<file path="src/rtl/buffer_tx_scheduler.sv">
// -----------------------------------------------------------------------------
// buffer_tx_scheduler
//
// Shares the thermometer's valid-entry FIFO between the sample producer (writes)
// and the UART transmit path (read-then-clear). A one-entry pending register
// holds a sample until the FIFO can take it. A small FSM sends the FIFO head,
// waits for the UART to finish, and then clears that entry. If the UART does
// not finish in time, the FSM resends the entry a limited number of times and
// then abandons it.
//
// Handshake semantics (sample_valid/sample_ready, tx_valid/tx_ready): a
// transfer happens on a rising edge where valid and ready are both high.
// Valid never depends on ready. Once valid is raised, it and its data stay
// stable until the transfer happens.
//
// Ports
//   clk, reset         : clock, asynchronous active-low reset
//   sample_valid/ready : producer handshake, sample_data payload
//   fifo_write         : FIFO push strobe, fifo_wr_data = pending register
//   fifo_read          : FIFO pop/clear strobe (one cycle in CLEAR)
//   fifo_full/empty    : FIFO flags, fifo_rd_data = combinational head entry
//   tx_valid/tx_ready  : UART handshake, tx_data payload
//   tx_done            : one-cycle pulse, UART finished the accepted entry
//   err_count          : abandoned entries, saturates at 255
//   busy               : FSM not idle or pending sample held
//   dbg_state          : current FSM state (IDLE=0 SEND=1 WAIT_DONE=2 CLEAR=3)
// -----------------------------------------------------------------------------
module buffer_tx_scheduler #(
   parameter int DW        = 7,
   parameter int TIMEOUT   = 1000,
   parameter int MAX_RETRY = 3
) (
   input  logic          clk,
   input  logic          reset,
   input  logic          sample_valid,
   input  logic [DW:0]   sample_data,
   output logic          sample_ready,
   output logic          fifo_write,
   output logic [DW:0]   fifo_wr_data,
   output logic          fifo_read,
   input  logic          fifo_full,
   input  logic          fifo_empty,
   input  logic [DW:0]   fifo_rd_data,
   output logic          tx_valid,
   output logic [DW:0]   tx_data,
   input  logic          tx_ready,
   input  logic          tx_done,
   output logic [7:0]    err_count,
   output logic          busy,
   output logic [1:0]    dbg_state
);

   localparam int TW = $clog2(TIMEOUT);
   localparam int RW = (MAX_RETRY < 1) ? 1 : $clog2(MAX_RETRY + 1);
   localparam logic [TW-1:0] TIMER_LAST = TW'(TIMEOUT - 1);
   localparam logic [RW-1:0] RETRY_MAX  = RW'(MAX_RETRY);

   typedef enum logic [1:0] {
      IDLE      = 2'd0,
      SEND      = 2'd1,
      WAIT_DONE = 2'd2,
      CLEAR     = 2'd3
   } state_t;

   state_t          state_q, state_d;
   logic            pend_valid_q, pend_valid_d;
   logic [DW:0]     pend_data_q, pend_data_d;
   logic [DW:0]     tx_data_q, tx_data_d;
   logic [TW-1:0]   timer_q, timer_d;
   logic [RW-1:0]   retry_q, retry_d;
   logic [7:0]      err_q, err_d;

   // Pending register and write grant. CLEAR always wins over a pending write,
   // so a write that would collide with a clear simply waits one cycle.
   always_comb begin
      pend_valid_d = pend_valid_q;
      pend_data_d  = pend_data_q;
      sample_ready = !pend_valid_q;
      fifo_write   = pend_valid_q && !fifo_full && (state_q != CLEAR);
      fifo_wr_data = pend_data_q;

      // A load and a grant cannot coincide: a load needs an empty register,
      // and a grant needs a full one.
      if (fifo_write) begin
         pend_valid_d = 1'b0;
      end
      if (sample_valid && sample_ready) begin
         pend_valid_d = 1'b1;
         pend_data_d  = sample_data;
      end
   end

   // TX FSM: next state and outputs.
   always_comb begin
      state_d   = state_q;
      tx_data_d = tx_data_q;
      timer_d   = timer_q;
      retry_d   = retry_q;
      err_d     = err_q;
      tx_valid  = 1'b0;
      fifo_read = 1'b0;

      case (state_q)
         IDLE: begin
            if (!fifo_empty) begin
               tx_data_d = fifo_rd_data;
               retry_d   = '0;
               state_d   = SEND;
            end
         end
         SEND: begin
            tx_valid = 1'b1;
            if (tx_ready) begin
               timer_d = '0;
               state_d = WAIT_DONE;
            end
         end
         WAIT_DONE: begin
            if (tx_done) begin
               state_d = CLEAR;
            end else if (timer_q == TIMER_LAST) begin
               if (retry_q < RETRY_MAX) begin
                  // Resend the same captured entry. The timer restarts on the next accept.
                  retry_d = retry_q + 1'b1;
                  state_d = SEND;
               end else begin
                  if (err_q != 8'hFF) begin
                     err_d = err_q + 8'd1;
                  end
                  state_d = CLEAR;
               end
            end else begin
               timer_d = timer_q + 1'b1;
            end
         end
         CLEAR: begin
            fifo_read = 1'b1;
            state_d   = IDLE;
         end
         default: begin
            state_d = IDLE;
         end
      endcase
   end

   always_ff @(posedge clk or negedge reset) begin
      if (!reset) begin
         state_q      <= IDLE;
         pend_valid_q <= 1'b0;
         pend_data_q  <= '0;
         tx_data_q    <= '0;
         timer_q      <= '0;
         retry_q      <= '0;
         err_q        <= '0;
      end else begin
         state_q      <= state_d;
         pend_valid_q <= pend_valid_d;
         pend_data_q  <= pend_data_d;
         tx_data_q    <= tx_data_d;
         timer_q      <= timer_d;
         retry_q      <= retry_d;
         err_q        <= err_d;
      end
   end

   assign tx_data   = tx_data_q;
   assign err_count = err_q;
   assign busy      = (state_q != IDLE) || pend_valid_q;
   assign dbg_state = state_q;

endmodule

</file>
<file path="config.mk">
export PLATFORM = sky130hd
export DESIGN_NAME = buffer_tx_scheduler
export DESIGN_NICKNAME = d
export VERILOG_FILES = /design/src/rtl/buffer_tx_scheduler.sv
export SDC_FILE = /design/constraint.sdc
export NUM_CORES = 1
export LEC_CHECK = 0
export ABC_AREA = 0
export CORE_MARGIN = 8
export CORE_UTILIZATION = 40
export CTS_CLUSTER_DIAMETER = 80
export CTS_CLUSTER_SIZE = 30
export DETAILED_ROUTE_END_ITERATION = 8
export PLACE_DENSITY = 0.69
export SLEW_MARGIN = 20
export SYNTH_ARGS = -nofsm -noshare
export SYNTH_HDL_FRONTEND = slang
export SYNTH_SLANG_ARGS = --single-unit
</file>
<file path="constraint.sdc">
create_clock -name clk -period 4.5 [get_ports clk]
set_input_delay 1.35 -clock clk [delete_from_list [all_inputs] [get_ports clk]]
set_output_delay 1.35 -clock clk [all_outputs]
set_load 0.05 [all_outputs]
</file>
==> impl_results.md <==
- Most frequent cells in the layout: clkdlybuf4s50_1, dfrtp_1, mux2_2
- Clock Skew: around 0.0042 ns
- Main flop type after synthesis: dfrtp_1
- Worst-skew pair later-pin latency: 0.29 ns
- Clock sinks: 39
- Layout overhead on the synthesized area: 36.5%
- Seq cells post-synth: 39
- H-tree levels: 2
- First-pass GRT wire length: between 7 and 8 mm
- Post-route insts no fill: approximately 270
- Final setup fails: 0
- Post-synth EDFFs: 0
- Grt total ovfl: 0
- Routed via count: ~1,500
- Final HPWL DP: roughly 3.2 mm
- Die Ht: 84.2 um
- Worst Path Max Fanout: 2
- First drt pass iteration count: 4
- Number of routed nets with antenna violations: 0
- Bufs and invs on worst path: 2
- Post-DR wirelength/cell: about 16 um
- Seq/Total Area, Yosys: roughly 53%
- Total CTS buffers: 5
- Cell Rows: 24
- Max Slew Vio Count: 0
- Synth warn: 0
- Synth unique cells: 43
- Buffers on Ports: 53
- CP required: about 3.2 ns
- Slew headroom: 42.2%
- IO Count: 54
- Mean Syn Cell Area: roughly 12 um^2
- Post-CTS Setup Inserts: 0
- Root buf cell: clkbuf_8
- Largest net degree at the start of global routing: 40
- Crit end category: output pin
- Post-cts gate resize count: 0
- Hold_buf cts: 0
- Final Cycle Share: between 80% and 90%
- RD Place Congestion: between 0.7 and 0.8
- Status: completed
- Placed cell count: around 260
- Power Density: 644 mW/mm^2
- Longest Clk Path Bufs: 2
- # diodes: 0
- Startpoint types: primary input
- Die area: about 0.0071 mm^2
- Initial DRC Count: 77
- Max VDD drop: around 0.00055 V
- DRC: 0
- CTS tree: built
- Vias in the first global route: between 1,500 and 2,000
- Total Routing Usage GR: 12.6%
- Share of cells above drive strength 1: around 15%
- Gate family responsible for the most delay along the worst path: buffers and inverters
- Core area: around 0.0044 mm^2
- Max_cap viols: 0
- Most common cell after layout, fill and taps aside: clkdlybuf4s50_1
- Worst hold-check path type: register to register
- Nets: 242
- Worst min-delay path startpoint: err_count[6]$_DFFE_PN0P_
- RSZ-0062 raised after global routing: false
- Fin crit period: 3.61 ns
- Synth Cell Area: about 0.0019 mm^2
- R2R Path Start: dbg_state[1]$_DFFE_PN0P_
- Tightest Pin Transition: about 0.87 ns
- Syn nets: 187
- Hold Fails Final Rpt: 0
- Lkg Pwr: 1.15 nW
- Starting Density: between 40% and 50%
- Worst-path cell chain: clkdlybuf4s50_1, nor3_1, buf_4
- Crit. Startpoint: fifo_full
- Die X: ~84 um
- Post-synthesis async set-or-reset flop share: 100%
- CP max-delay cell: clkdlybuf4s50_1
- Setup_tns: 0 ns
- Mapped Cells: roughly 160
- Max Freq: around 280 MHz
- Slowest Stage Delay on Critical Path: approximately 0.4 ns
- Initial antenna violation count: 0
- Drt total wl: roughly 4.3 mm
- Vias per cell: around 5.4
- Critical Path AT: approximately 2.3 ns
- Kind of critical path: primary input to output pin
- Clk slew on worst S/H paths: roughly 0.07 ns
-- cells by family after synthesis --
logic type / synth area share (%)
mux: 10.8
simple gates: 18.2
xor+xnor: 3.30
flops: 52.5
fa+ha+maj: 2.02
buf+inv: 2.49
compound gates: 10.6
-- power by group --
part / leakage (nW) / switching (mW) / internal, mW
registers: 0.501 / 0.0820 / 0.444
logic: 0.591 / 0.512 / 0.288
clock network: 0.0612 / 0.127 / 0.179
-- synth_stat cells, drive strengths merged (2+ instances only) --
cell type,n,area [um^2]
and3,5,31.3
mux2,17,191
a21oi,6,33.8
ha,3,37.5
nand2b,2,12.5
nor4,5,31.3
a211o,5,43.8
dfrtp,39,976
inv,5,18.8
nor2,8,30.0
buf,3,20.0
nor3,9,50.1
nand2,7,26.3
nand4,3,18.8
clkbuf,2,7.51
o21ai,2,10.0
o211a,2,20.0
o221ai,2,17.5
xor2,7,61.3
nand3,10,50.1
-- metrics by stage --
| step | power, mW | setup slack (ns) | area, um^2 | hold WS (ns) | util, % |
|---|---|---|---|---|---|
| final | 1.63 | 0.892 | 2540 | 0.498 | 57.5 |
| after CTS | 1.65 | 0.900 | 2540 | 0.498 | 57.5 |
| after global placement | 1.32 | 0.941 | 2420 | 0.481 | 54.8 |
| after detailed placement | 1.34 | 0.915 | 2420 | 0.488 | 54.8 |
| after floorplan | 1.06 | 0.675 | 1860 | 0.479 | - |
| after global routing | 1.71 | 0.865 | 2540 | 0.509 | 57.5 |
-- metal layers --
layer | up-vias | GRT usage, % | share of wire, %
li1 | 704 | - | -
met1 | 709 | 14.3 | 43
met2 | 46 | 19.2 | 46
met3 | 4 | 7.54 | 10
met4 | 0 | 4.40 | 0.93
met5 | - | 0 | 0
-- area by class of cell --
class	count	area, um^2
inverter	5	18.8
multi-input combinational	112	836
timing repair buffer	53	523
clock inverter	2	35.0
sequential	39	976
tap	52	65.1
clock buffer	6	82.6
fill	375	1880
-- registers in the layout, indices dropped and copies added (netlist names) --
register	flops
timer_q	10
err_count	8
fifo_wr_data	8
tx_data	8
dbg_state	2
retry_q	2
pend_valid_q	1
-- path summary, 6_finish.rpt --
kind | to | slack (ns) | cells past startpoint
worst max-delay path | fifo_write | 0.89 | 3
worst min-delay path | err_count[6]$_DFFE_PN0P_ | 0.50 | 1
worst max register to register | timer_q[6]$_DFFE_PN0P_ | 2.47 | 4
worst min register to register | err_count[6]$_DFFE_PN0P_ | 0.50 | 1
max in group asynchronous | err_count[2]$_DFFE_PN0P_ | 2.79 | 1
min in group asynchronous | timer_q[5]$_DFFE_PN0P_ | 1.17 | 1
-- worst register-to-register path, cell delays in order (launching register included) --
cell	delay, ns
dfrtp_1	0.62
or3b_1	0.56
a31oi_4	0.27
a21oi_2	0.12
a221o_1	0.36
No activity file was read; power rests on OpenSTA's default activity.
